--- config.mk ---
export PLATFORM = sky130hd
export DESIGN_NAME = fetch_unit
export DESIGN_NICKNAME = d
export VERILOG_FILES = /design/src/rtl/fetch_unit.sv
export SDC_FILE = /design/constraint.sdc
export NUM_CORES = 1
export LEC_CHECK = 0
export ABC_AREA = 1
export BUFFER_PORTS_ARGS = -buffer_cell sky130_fd_sc_hd__buf_4
export CAP_MARGIN = 10
export CORE_ASPECT_RATIO = 0.7
export CORE_UTILIZATION = 25
export DETAILED_ROUTE_END_ITERATION = 12
export PLACE_DENSITY = 0.44
export RECOVER_POWER = 25
export SLEW_MARGIN = 40
export SYNTH_ARGS = -nofsm -noshare
export SYNTH_HDL_FRONTEND = slang
export SYNTH_SLANG_ARGS = --single-unit
--- constraint.sdc ---
create_clock -name i_clk -period 4.6 [get_ports i_clk]
set_input_delay 0.92 -clock i_clk [delete_from_list [all_inputs] [get_ports i_clk]]
set_output_delay 0.92 -clock i_clk [all_outputs]
set_load 0.005 [all_outputs]
--- src/rtl/fetch_unit.sv ---
// Instruction fetch front end: credit-limited request issue, in-order response
// pairing with request PCs, a circular instruction buffer and redirect flushing.
module fetch_unit #(
  parameter int               XLEN     = 32,
  parameter int               DEPTH    = 4,
  parameter logic [XLEN-1:0]  RESET_PC = '0
) (
  input  logic             i_clk,
  input  logic             i_rstn,
  output logic             o_IM_req,
  output logic [XLEN-1:0]  o_IM_addr,
  input  logic             i_IM_ack,
  input  logic             i_IM_rvalid,
  input  logic [31:0]      i_IM_rdata,
  output logic             o_valid,
  output logic [31:0]      o_instr,
  output logic [XLEN-1:0]  o_pc,
  input  logic             i_ready,
  input  logic             i_redirect,
  input  logic [XLEN-1:0]  i_redirect_pc
);

  localparam int              CW      = $clog2(DEPTH + 1);
  localparam int              PW      = $clog2(DEPTH);
  localparam logic [CW:0]     CREDITS = (CW + 1)'(DEPTH);
  localparam logic [PW-1:0]   LAST    = PW'(DEPTH - 1);

  function automatic logic [PW-1:0] ptr_inc(input logic [PW-1:0] p);
    return (p == LAST) ? '0 : p + 1'b1;
  endfunction

  logic            started;
  logic [XLEN-1:0] fetch_pc;
  logic [CW-1:0]   outstanding, outstanding_nxt, discard_count, buf_count;
  logic [PW-1:0]   buf_wr, buf_rd, pq_wr, pq_rd;
  logic [31:0]     buf_instr [DEPTH];
  logic [XLEN-1:0] buf_pc    [DEPTH];
  logic [XLEN-1:0] pq_pc     [DEPTH];
  logic            accept, resp, push, pop;

  // Credit check is done one bit wider so the sum can never wrap.
  assign o_IM_req  = started && (({1'b0, outstanding} + {1'b0, buf_count}) < CREDITS);
  assign o_IM_addr = fetch_pc;

  assign accept = o_IM_req && i_IM_ack;
  assign resp   = i_IM_rvalid && (outstanding != '0);
  assign push   = resp && !i_redirect && (discard_count == '0);
  assign pop    = o_valid && i_ready && !i_redirect;

  assign outstanding_nxt = outstanding + CW'(accept) - CW'(resp);

  assign o_valid = (buf_count != '0);
  assign o_instr = o_valid ? buf_instr[buf_rd] : '0;
  assign o_pc    = o_valid ? buf_pc[buf_rd]    : '0;

  // Payload storage needs no reset; it is only visible while o_valid is high.
  always_ff @(posedge i_clk) begin
    if (accept) pq_pc[pq_wr] <= fetch_pc;
    if (push) begin
      buf_instr[buf_wr] <= i_IM_rdata;
      buf_pc[buf_wr]    <= pq_pc[pq_rd];
    end
  end

  always_ff @(posedge i_clk or negedge i_rstn) begin
    if (!i_rstn) begin
      started       <= 1'b0;
      fetch_pc      <= RESET_PC;
      outstanding   <= '0;
      discard_count <= '0;
      buf_count     <= '0;
      buf_wr        <= '0;
      buf_rd        <= '0;
      pq_wr         <= '0;
      pq_rd         <= '0;
    end else begin
      started     <= 1'b1;
      outstanding <= outstanding_nxt;
      if (accept) pq_wr <= ptr_inc(pq_wr);
      if (resp)   pq_rd <= ptr_inc(pq_rd);
      if (i_redirect) begin
        // Everything still in flight after this edge belongs to the old stream.
        fetch_pc      <= i_redirect_pc & ~XLEN'(3);
        discard_count <= outstanding_nxt;
        buf_count     <= '0;
        buf_wr        <= '0;
        buf_rd        <= '0;
      end else begin
        if (accept) fetch_pc <= fetch_pc + XLEN'(4);
        if (resp && (discard_count != '0)) discard_count <= discard_count - 1'b1;
        if (push) buf_wr <= ptr_inc(buf_wr);
        if (pop)  buf_rd <= ptr_inc(buf_rd);
        if (push && !pop)      buf_count <= buf_count + 1'b1;
        else if (pop && !push) buf_count <= buf_count - 1'b1;
      end
    end
  end

endmodule

Word level (Yosys, flattened, before mapping)
Memory sizes are Yosys's and may differ from the RTL's.
Cells that the tools add are included.
Word-level totals
  bits in read-only memories: 0
  bits of input ports: 70
  register bits: 50
  latch bits: 0
  memories: 3
  output and inout bits: 98
  RAM bits: 384
Operators by class
  bitwise logic cells: 0
  multiplexer cells: 21
  magnitude comparators: 1
  $add $sub $neg: 11
  shift-type cells: 0
  multipliers: 0
  divide/modulo/power cells: 0
  reduce and logical (&&, ||, !) cells: 22
  eq/ne operators: 4
Memory list
  buf_instr: depth 4, width 32, read ports 1, clocked after Yosys merged registers in 0, wr ports 1, line 36  | logic [31:0] buf_instr [DEPTH];
  buf_pc: depth 4, width 32, read ports 1, clocked after Yosys merged registers in 0, wr ports 1, line 37  | logic [XLEN-1:0] buf_pc [DEPTH];
  pq_pc: depth 4, width 32, read ports 1, clocked after Yosys merged registers in 0, wr ports 1, line 38  | logic [XLEN-1:0] pq_pc [DEPTH];
Operator list (count)
  32-bit 2-to-1 mux: 4
  32-bit by 3-bit adder with 32-bit output, second input constant: 1
  2-bit 2-to-1 mux: 8
  3-bit 2-to-1 mux: 5
  3-bit nonzero test: 4
  1-bit logical AND: 10
  2-bit by 1-bit adder with 2-bit output, second input constant: 4
  2-bit equality test, second input constant: 4
  2-bit nonzero test: 4
  3-bit by 1-bit subtractor with 3-bit output, second input constant: 2
  3-bit by 3-bit adder with 4-bit output: 1
  4-bit by 3-bit less-than comparator with 1-bit output, second input constant: 1
  1-bit 2-to-1 mux: 4
  3-bit by 1-bit adder with 3-bit output: 1
  3-bit by 1-bit adder with 3-bit output, second input constant: 1
  1-bit logical NOT: 3
  3-bit logical NOT: 1
  3-bit by 1-bit subtractor with 3-bit output: 1

Depth between registers and ports, before layout
Gate-level depths: netlist of the first run.
  word-level depth: 9
  gate-level depth with buffers: 14
  gate-level depth less buffers: 14

Worst setup path before layout of the first run
Ideal clock, no wire load.
  path kind: input port to flip-flop
  start: in i_redirect
  end: mem buf_instr[0][0] (enable)
  stages: 4
  path slack: 106 ps
  path buffers: 1
  data arrival time: 4011 ps
  data required time: 4118 ps
  path through: buf_6 -> inv_2 -> nand4_2 -> nor2_1
On the way
  word-level cells in the longest chain between the ends: 5
Ends and longest elaborated chain
  start, declared: line 19  | input logic i_redirect,
  1-bit logical NOT: line 47  | assign push = resp && !i_redirect && (discard_count == '0);
  1-bit logical AND (2 in a row): line 47
  1-bit 2-to-1 mux: line 59  | if (push) begin
  1-bit 2-to-1 mux (not written as such): line 60  | buf_instr[buf_wr] <= i_IM_rdata;
  end, declared: line 36
No other way between the ends.

Final worst setup path of the first run
  start: reg buf_rd[0]
  end: out o_pc[2]
On the way
  word-level cells in the longest chain between the ends: 2
Ends and longest elaborated chain
  start, declared: line 35  | logic [PW-1:0] buf_wr, buf_rd, pq_wr, pq_rd;
  start signal, assigned: line 92  | if (pop) buf_rd <= ptr_inc(buf_rd);
  memory read 4 x 32 bit
  32-bit 2-to-1 mux: line 54  | assign o_pc = o_valid ? buf_pc[buf_rd] : '0;
  end, declared: line 17  | output logic [XLEN-1:0] o_pc,
No other way between the ends.

==> impl_metrics.env, run 1 <==
export IMPL_status="complete, but fails checks"
export IMPL_violations="capacitance limit, slew limit"
export IMPL_maxSlewViolCount=49
export IMPL_cts_made_buffers=46
export IMPL_hold_viol=0
export IMPL_synth_edff_count=368
export IMPL_fmax_ghz=0.280
export IMPL_synth_seq_cells=416
export IMPL_num_fill_cells=7022
export IMPL_ctsHoldBuffers=0
export IMPL_grt_setup_unrepaired="false"
export IMPL_syn_area_um2=17500
export IMPL_required_ns=3.68
export IMPL_worst_setup_path_start_kind="register"
export IMPL_swShare=0.331
export IMPL_globalplace_congestion=0.829
export IMPL_cts_buffer_depth=3
export IMPL_layout_setup_ws_ns=1.03
export IMPL_htree_levels=2
export IMPL_maxCapViolCount=1
export IMPL_multi_input_area_um2=4640
export IMPL_cts_tree="built"
export IMPL_area_growth_syn_to_layout_pct=21.4
export IMPL_cts_clk_slew_worst_paths_ns=0.06
export IMPL_seq_area_frac_synth=0.700
export IMPL_die_area_um2=71100
export IMPL_antenna_left=0
export IMPL_globalRouteTotalUtil=0.129
export IMPL_via_per_inst=4.37
export IMPL_cts_resized=0
export IMPL_combPwrFrac=0.283
export IMPL_die_w_um=318
export IMPL_cp_data_arrival_time_ns=2.65
export IMPL_grt_pass1_vias=11223
export IMPL_diodes=0
export IMPL_numPortBuffers=161
export IMPL_drt_iter0_drc=512
export IMPL_slew_headroom=-0.958
export IMPL_core_area_um2=68700
export IMPL_yosysTopAreaCell="edfxtp_1"
export IMPL_start_util=0.255
export IMPL_wl_per_cell_um=17.6
export IMPL_p_clk_frac=0.307
export IMPL_hold_path_class="reg -> reg"
export IMPL_tns_ns=0
export IMPL_synth_top_flop_cell="edfxtp_1"
export IMPL_dr_pass1_iters=5
export IMPL_yosysWarnings=0
export IMPL_p_per_area_nw_per_um2=573
export IMPL_ir_worst_vdd_v=0.000244
export IMPL_fin_total_pwr_mw=12.2
export IMPL_io_pins=168
export IMPL_synth_distinct_cells=39
export IMPL_grt_pass1_wl_um=70400
export IMPL_antenna_found_initial=0
export IMPL_root_buffer="clkbuf_16"
export IMPL_critPathMaxFanout=34
export IMPL_clock_skew_ns=0.0197
export IMPL_crit_type="reg -> out"
export IMPL_drive_gt1_frac=0.150
export IMPL_power_internal_mw=8.13
export IMPL_synth_top_cell_area_share=0.632
export IMPL_synth_area_leaders="edfxtp_1, nor2_1, dfrtp_1, o21ai_0, nand2_1"
export IMPL_grt_max_degree=128
export IMPL_worstSetupEndpointType="output pin"
export IMPL_async_flop_share=0.115
export IMPL_cts_sinks=416
export IMPL_syn_instance_count=1541
export IMPL_finalWirelength_um=46500
export IMPL_timing_final_crit_share=0.775
export IMPL_regArea_um2=12300
export IMPL_grt_ovfl_total=0
export IMPL_clock_latency_ns=0.59
export IMPL_power_switching_mw=4.03
export IMPL_dr_total_vias=11530
export IMPL_synth_area_per_cell_um2=11.4
export IMPL_p_leak_nw=7.63
export IMPL_place_ws_ns=1.43
export IMPL_min_period_ns=3.57
export IMPL_nets=1789
export IMPL_seq_power_share=0.410
export IMPL_final_util=0.309
export IMPL_die_h_um=223
export IMPL_hpwl_um=28200
export IMPL_tightest_slew_ns=2.94
export IMPL_postCtsSetupBuffers=0
export IMPL_setup_viol=0
export IMPL_drc=0
export IMPL_synthTopCellsByCount="edfxtp_1, nor2_1, o21ai_0"
export IMPL_rows=80
==> cell families (layout without fill, tap and decap cells) <==
family / Yosys count / count (layout) / synth area share
other cells: 2 / 5 / 0.000429
fa+ha+maj: 19 / 19 / 0.0144
simple gates: 630 / 630 / 0.147
compound gates: 313 / 313 / 0.0931
xor+xnor: 14 / 14 / 0.00701
flops: 416 / 416 / 0.700
buf+inv: 147 / 339 / 0.0375
==> routing by layer <==
layer | global-route usage | part of all wire
met1 | 0.184 | 0.48
met2 | 0.204 | 0.46
met3 | 0.0235 | 0.040
met4 | 0.0310 | 0.016
met5 | 0 | 0
==> path summary, 6_finish.rpt <==
check,endpoint,startpoint,cells after the start,slack (ns)
min in group asynchronous,o_IM_addr[23],i_rstn,1,1.26
setup reg to reg,discard_count[1],outstanding[2],13,1.85
hold / removal,buf_count[0],buf_count[0],1,0.51
hold reg to reg,buf_count[0],buf_count[0],1,0.51
max in group asynchronous,buf_rd[0],i_rstn,1,1.20
setup / recovery,o_pc[2],buf_rd[0],5,1.03
==> through the flow <==
step           instances  hold WS, ns  cell area [um^2]
2_1_floorplan       1544        0.465             17500
3_3_place_gp        2554        0.490             19800
3_5_place_dp        2554        0.495             19900
4_1_cts             2638        0.357             21400
5_1_grt             2638        0.523             21200
6_report            2638        0.505             21200
==> sequential cells by signal, indices dropped and copies added (netlist names) <==
signal,cells
o_IM_addr,30
outstanding,3
pq_rd,2
pq_wr,2
buf_instr,128
buf_wr,2
buf_pc,120
buf_count,3
started,1
discard_count,3
buf_rd,2
pq_pc,120
==> cells in the final DEF (no fill, tap or decap), types with 3 or more instances in the layout <==
cell type    n
edfxtp_1   368
nor2_1     360
o21ai_0    205
nand2_1    201
buf_4      140
a21oi_1     64
inv_1       59
clkbuf_16   47
dfrtp_1     46
clkbuf_1    45
o22ai_1     30
nand3_1     26
ha_1        17
nor2_2      13
buf_12      13
xor2_1      10
nor2_4       9
clkinv_1     9
nand3b_1     8
clkinv_2     8
inv_2        6
bufinv_16    6
o21ai_1      5
conb_1       5
nand4_1      4
xnor2_1      4
o211ai_1     4
nand2_2      3
inv_6        3
==> area by class of cell <==
class	count	area share
inverters	68	0.0121
repair buffers	187	0.0681
clock inverters	25	0.0138
clock buffers	59	0.0575
flip-flops and latches	416	0.577
multi-input cells	981	0.218
well taps	902	0.0531
==> critical path: stages (launching register included) <==
cell and delay (ns):
dfrtp_4 0.50, inv_2 0.46, buf_4 0.41, o21ai_0 0.14
a21oi_1 0.34, buf_4 0.19
==> power by group through the flow <==
| stage | clock network (mW) | registers (mW) | logic [mW] |
|---|---|---|---|
| final | 3.74 | 4.98 | 3.44 |
| after global placement | 0 | 5.06 | 3.54 |
| after global routing | 3.99 | 5.03 | 3.88 |
| after detailed placement | 0 | 5.07 | 3.57 |
| after CTS | 3.87 | 4.99 | 3.59 |
| after floorplan | 0 | 4.95 | 1.93 |
(Power assumes the default switching activity.)
==> run 2, diff against run 1 <==
--- a/config.mk
+++ b/config.mk
@@ -5,13 +5,13 @@
 export SDC_FILE = /design/constraint.sdc
 export NUM_CORES = 1
 export LEC_CHECK = 0
-export ABC_AREA = 1
+export ABC_AREA = 0
 export BUFFER_PORTS_ARGS = -buffer_cell sky130_fd_sc_hd__buf_4
 export CAP_MARGIN = 10
 export CORE_ASPECT_RATIO = 0.7
 export CORE_UTILIZATION = 25
 export DETAILED_ROUTE_END_ITERATION = 12
-export PLACE_DENSITY = 0.44
+export PLACE_DENSITY = 0.46
 export RECOVER_POWER = 25
 export SLEW_MARGIN = 40
 export SYNTH_ARGS = -nofsm -noshare
==> constraint.sdc (replaced) <==
create_clock -name i_clk -period 3 [get_ports i_clk]
set_input_delay 0.6 -clock i_clk [delete_from_list [all_inputs] [get_ports i_clk]]
set_output_delay 0.6 -clock i_clk [all_outputs]
set_load 0.005 [all_outputs]
==> impl_metrics.env, run 2 <==
export IMPL_finalWirelength_um=42300
export IMPL_synth_seq_cells=416
export IMPL_syn_area_um2=16800
export IMPL_hpwl_um=27200
export IMPL_crit_family="simple AND/OR/NAND/NOR gates"
export IMPL_clock_skew_ns=0.0360
export IMPL_die_h_um=219
export IMPL_p_leak_nw=6.90
export IMPL_synth_top_flop_cell="edfxtp_1"
export IMPL_drc=0
export IMPL_wl_per_cell_um=20.6
export IMPL_yosysMostFrequentCell="edfxtp_1"
export IMPL_whs_ns=0.242
export IMPL_grt_pass1_wl_um=63400
export IMPL_grt_pass1_vias=9649
export IMPL_slew_headroom=0.0833
export IMPL_crit_path_top_delay_cell="or4b_4"
export IMPL_tightest_slew_ns=1.38
export IMPL_nets=1219
export IMPL_synth_area_leaders="edfxtp_1, mux4_2, dfrtp_1, and2_1, ha_1"
export IMPL_cts_buffer_depth=3
export IMPL_drt_iter0_drc=560
export IMPL_cts_tree="built"
export IMPL_ir_worst_vdd_v=0.000446
export IMPL_io_pins=168
export IMPL_min_delay_start="i_redirect_pc[11]"
export IMPL_synthTopCellsByCount="edfxtp_1, mux4_2, and2_1"
export IMPL_root_buffer="clkbuf_16"
export IMPL_cp_slowest_stage_delay_ns=0.61
export IMPL_cts_sinks=416
export IMPL_yosysTopAreaCell="edfxtp_1"
export IMPL_start_util=0.253
export IMPL_final_util=0.313
export IMPL_maxCapViolCount=0
export IMPL_syn_instance_count=922
export IMPL_r2r_slack_ns=0.28
export IMPL_critPathMaxFanout=9
export IMPL_drive_gt1_frac=0.300
export IMPL_cp_data_arrival_time_ns=2.32
export IMPL_hold_end="o_IM_addr[11]"
export IMPL_worst_path_buf_inv=1
export IMPL_p_per_area_nw_per_um2=843
export IMPL_dr_total_vias=9164
export IMPL_antenna_found_initial=2
export IMPL_min_period_ns=2.92
export IMPL_tns_ns=0
export IMPL_crit_type="reg -> out"
export IMPL_antenna_left=0
export IMPL_synth_top_cell_area_share=0.657
export IMPL_reg_top3="buf_instr (128), buf_pc (120), pq_pc (120)"
export IMPL_rows=79
export IMPL_largest_register_ffs=128
export IMPL_num_fill_cells=6544
export IMPL_status="complete, no violations"
export IMPL_cts_made_buffers=44
export IMPL_clock_latency_ns=0.58
export IMPL_die_w_um=312
export IMPL_worst_setup_path_start_kind="register"
export IMPL_fin_total_pwr_mw=17.5
export IMPL_synth_area_per_cell_um2=18.2
export IMPL_ctsHoldBuffers=0
export IMPL_timing_final_crit_share=0.973
export IMPL_worstSetupEndpointType="output pin"
export IMPL_dr_max_layer_used="met4"
export IMPL_r2r_start="buf_count[2]"
export IMPL_layout_commonest_cell="edfxtp_1"
export IMPL_worst_r2r_cell_count=12
export IMPL_layout_common_cells="edfxtp_1, buf_4, mux4_2, and2_1, dfrtp_1"
export IMPL_grt_ovfl_total=0
export IMPL_globalRouteTotalUtil=0.125
export IMPL_fmax_ghz=0.343
export IMPL_setup_viol=0
export IMPL_dr_pass1_iters=5
export IMPL_die_area_um2=68300
export IMPL_hold_depth=3
export IMPL_via_per_inst=4.46
export IMPL_maxSlewViolCount=0
export IMPL_cts_clk_slew_worst_paths_ns=0.07
export IMPL_htree_levels=2
export IMPL_async_flop_share=0.115
export IMPL_top_register="buf_instr"
export IMPL_wl_met3_um=2340
export IMPL_numPortBuffers=161
export IMPL_required_ns=2.40
export IMPL_core_area_um2=66400
export IMPL_met2_length_um=18600
export IMPL_grt_max_degree=54
export IMPL_crit_chain="ha_1 > or4b_4 > nor2_1 > buf_4"
export IMPL_rr_endpoint="discard_count[2]"
export IMPL_area_growth_syn_to_layout_pct=23.6
export IMPL_globalplace_congestion=0.773
export IMPL_yosysWarnings=0
export IMPL_synth_distinct_cells=55
export IMPL_wl_met1_um=20700
export IMPL_seq_area_frac_synth=0.729
export IMPL_synth_edff_count=368
export IMPL_hold_path_class="in -> reg"
export IMPL_grt_setup_unrepaired="false"
export IMPL_hold_viol=0
## run 2: changes by cell type in the layout (fill, tap and decap cells not counted), moves of 19 or more
cell | previous run | this run
o21ai_0 | 205 | 20
mux4_2 | 0 | 92
nand2_1 | 201 | 44
buf_4 | 140 | 159
a21oi_1 | 64 | 7
o22ai_1 | 30 | 0
inv_1 | 59 | 16
nor2_1 | 360 | 22
and2_1 | 0 | 67
## run 2: stage by stage
stage / setup slack (ns) / instances / instance area [um^2]
final: 0.0813 / 2056 / 20800
after detailed placement: 0.295 / 1971 / 19400
after floorplan: 0.119 / 925 / 16800
after global routing: 0.00542 / 2055 / 20800
after CTS: 0.0574 / 2055 / 20900
after global placement: 0.253 / 1971 / 19400
## run 2: how the worst max path moves through the flow
stage	cells after the start	to	slack, ns	from
floorplan	13	discard_count[2]	0.12	buf_count[2]
global placement	12	discard_count[2]	0.25	buf_count[2]
detailed placement	5	o_IM_addr[8]	0.30	buf_count[2]
CTS	4	o_instr[21]	0.06	buf_rd[0]
global route	4	o_IM_req	0.005	buf_count[2]
finish	4	o_IM_req	0.08	buf_count[2]
## run 2: cells by family after synthesis
| family | Yosys count | share of synthesized area |
|---|---|---|
| simple gates | 245 | 0.0810 |
| buf+inv | 65 | 0.0159 |
| other cells | 2 | 0.000447 |
| compound gates | 67 | 0.0266 |
| xor+xnor | 10 | 0.00521 |
| mux | 98 | 0.127 |
| flops | 416 | 0.729 |
| fa+ha+maj | 19 | 0.0150 |
## run 2: layout make-up
type / count / area (um^2) / area share
Sequential cell: 416 / 12300 / 0.590
Tap cell: 891 / 1110 / 0.0536
Clock buffer: 58 / 1210 / 0.0584
Inverter: 17 / 63.8 / 0.00307
Antenna cell: 1 / 2.50 / 0.000120
Multi-Input combinational cell: 444 / 4330 / 0.208
Clock inverter: 22 / 243 / 0.0117
Timing Repair Buffer: 207 / 1550 / 0.0748
## run 2: where the power goes
group	switching, mW	total (mW)	internal [mW]
logic	2.34	4.64	2.31
clock network	2.31	5.52	3.21
registers	0.319	7.34	7.02
## run 2: worst reg2reg max path: cells and delay by family, from the launching register on
| kind | cells | cell delay (ns) |
|---|---|---|
| AOI/OAI and AO/OA | 1 | 0.07 |
| adders and majority gates | 4 | 1.13 |
| DFF | 1 | 0.47 |
| xor gates and xnor gates | 1 | 0.20 |
| buffers and inverters | 3 | 0.16 |
| and+or+nand+nor | 3 | 0.63 |
## run 2: timing repair
item	4_1_cts	5_1_grt
hold endpoints to repair	0	0
resized for setup	2	0
endpoints found under the setup margin	53	0
buffers inserted	4	0
## run 2: metal layers
metal  global-route usage  up-vias
met5                    0        -
met4               0.0310        0
met3               0.0298       47
met2                0.188      236
met1                0.180     4779
li1                     -     4102
==> run 3, diff against run 2 <==
--- a/config.mk
+++ b/config.mk
@@ -13,6 +13,7 @@
 export DETAILED_ROUTE_END_ITERATION = 12
 export PLACE_DENSITY = 0.46
 export RECOVER_POWER = 25
+export REMOVE_ABC_BUFFERS = 1
 export SLEW_MARGIN = 40
 export SYNTH_ARGS = -nofsm -noshare
 export SYNTH_HDL_FRONTEND = slang
==> impl_metrics.env, run 3 (synthesis results as in run 2) <==
export IMPL_die_h_um=219
export IMPL_cts_made_buffers=45
export IMPL_stdcell_count=2064
export IMPL_tightest_slew_ns=1.38
export IMPL_grt_pass1_vias=9142
export IMPL_drt_iter0_drc=693
export IMPL_grt_max_degree=49
export IMPL_cts_sinks=416
export IMPL_critPathMaxFanout=9
export IMPL_crit_chain="ha_1 > or4b_4 > nor2_2 > buf_4"
export IMPL_via_per_inst=4.45
export IMPL_slew_headroom=0.0796
export IMPL_io_pins=168
export IMPL_crit_path_top_delay_cell="or4b_4"
export IMPL_clock_latency_ns=0.58
export IMPL_top_register="buf_instr"
export IMPL_min_period_ns=2.89
export IMPL_diodes=0
export IMPL_ir_worst_vdd_v=0.000363
export IMPL_globalRouteTotalUtil=0.126
export IMPL_clock_skew_ns=0.0282
export IMPL_core_area_um2=66400
export IMPL_hold_viol=0
export IMPL_area_growth_syn_to_layout_pct=24.7
export IMPL_hpwl_um=28300
export IMPL_maxCapViolCount=0
export IMPL_wl_per_cell_um=20.9
export IMPL_die_w_um=312
export IMPL_critPathCapture="o_IM_req"
export IMPL_worstSetupEndpointType="output pin"
export IMPL_globalplace_congestion=0.777
export IMPL_worst_setup_path_start_kind="register"
export IMPL_rows=79
export IMPL_status="complete, no violations"
export IMPL_dr_pass1_iters=4
export IMPL_postPlaceCellArea_um2=19500
export IMPL_rr_endpoint="discard_count[2]"
export IMPL_finalWirelength_um=43100
export IMPL_r2r_start="outstanding[2]"
export IMPL_num_fill_cells=6564
export IMPL_largest_register_ffs=128
export IMPL_layout_commonest_cell="edfxtp_1"
export IMPL_layout_common_cells="edfxtp_1, buf_4, mux4_2, and2_1, clkbuf_16"
export IMPL_root_buffer="clkbuf_16"
export IMPL_drc=0
export IMPL_crit_cells=4
export IMPL_p_per_area_nw_per_um2=844
export IMPL_cp_startpoint="outstanding[2]"
export IMPL_setup_viol=0
export IMPL_htree_levels=2
export IMPL_reg_top3="buf_instr (128), buf_pc (120), pq_pc (120)"
export IMPL_dr_total_vias=9178
export IMPL_p_leak_nw=6.98
export IMPL_drive_gt1_frac=0.306
export IMPL_maxSlewViolCount=0
export IMPL_grt_ovfl_total=0
export IMPL_fmax_ghz=0.346
export IMPL_design_area_um2=21000
export IMPL_cp_data_arrival_time_ns=2.29
export IMPL_antenna_found_initial=0
export IMPL_crit_type="reg -> out"
export IMPL_worst_path_buf_inv=1
export IMPL_die_area_um2=68300
export IMPL_cts_clk_slew_worst_paths_ns=0.06
export IMPL_antenna_left=0
export IMPL_cts_buffer_depth=3
export IMPL_placed_cells=1980
export IMPL_numPortBuffers=161
export IMPL_cp_slowest_stage_delay_ns=0.61
export IMPL_grt_pass1_wl_um=62600
export IMPL_start_util=0.253
export IMPL_required_ns=2.40
export IMPL_timing_final_crit_share=0.963
export IMPL_hold_path_class="in -> reg"
export IMPL_crit_family="simple AND/OR/NAND/NOR gates"
export IMPL_cts_tree="built"
export IMPL_worst_r2r_cell_count=12
export IMPL_r2r_slack_ns=0.19
export IMPL_nets=1228
run 3: cell type report:
type / instances / area [um^2] / area share
Clock buffer: 48 / 1140 / 0.0543
Inverter: 17 / 63.8 / 0.00304
Clock inverter: 33 / 369 / 0.0176
Sequential cell: 416 / 12300 / 0.585
Multi-Input combinational cell: 444 / 4320 / 0.206
Tap cell: 891 / 1110 / 0.0532
Timing Repair Buffer: 215 / 1690 / 0.0805
run 3: per-layer routing:
layer | up-vias | GRT usage | routed length, um
met3 | 59 | 0.0278 | 2250
met5 | - | 0 | 0
met2 | 241 | 0.183 | 18600
met4 | 0 | 0.0340 | 861
met1 | 4760 | 0.187 | 21400
li1 | 4118 | - | -
run 3: worst min-delay path by stage:
stage               slack (ns)             start               end  cells past startpoint
global placement          0.57  discard_count[0]  discard_count[0]                      2
finish                    0.23  i_redirect_pc[4]      o_IM_addr[4]                      3
detailed placement        0.57  discard_count[0]  discard_count[0]                      2
CTS                       0.06            i_rstn  discard_count[2]                      1
floorplan                 0.30            i_rstn      buf_count[0]                      0
global route              0.24  i_redirect_pc[7]      o_IM_addr[7]                      3
run 3: where the power goes:
group          leakage (nW)  internal, mW  switching [mW]  total, mW
registers              3.89          7.02           0.353       7.38
clock network         0.724          3.36            2.33       5.70
logic                  2.37          2.30            2.32       4.62
total                  6.98          12.7            5.01       17.7
run 3: worst min-delay path, stage by stage:
cell and delay [ns]:
buf_4 0.08, nand2_1 0.04, o21ai_0 0.05
run 3: repair_timing:
| action | 4_1_cts | 5_1_grt |
|---|---|---|
| hold buffers | 0 | 0 |
| resized for setup | 2 | 1 |
| setup endpoints to repair | 48 | 2 |
| buffers inserted | 3 | 0 |
run 3: stage by stage:
stage                     setup TNS (ns)  power (mW)  hold WS (ns)  worst slack [ns]  utilization
after CTS                              0        18.1        0.0595            0.0626        0.317
after global placement                 0        12.2         0.570             0.234        0.294
after floorplan                  -106.38        9.86         0.304            -0.949            -
final                                  0        17.7         0.234             0.111        0.316
after detailed placement               0        12.2         0.571             0.215        0.294
after global routing             -0.0330        18.6         0.235           -0.0330        0.316
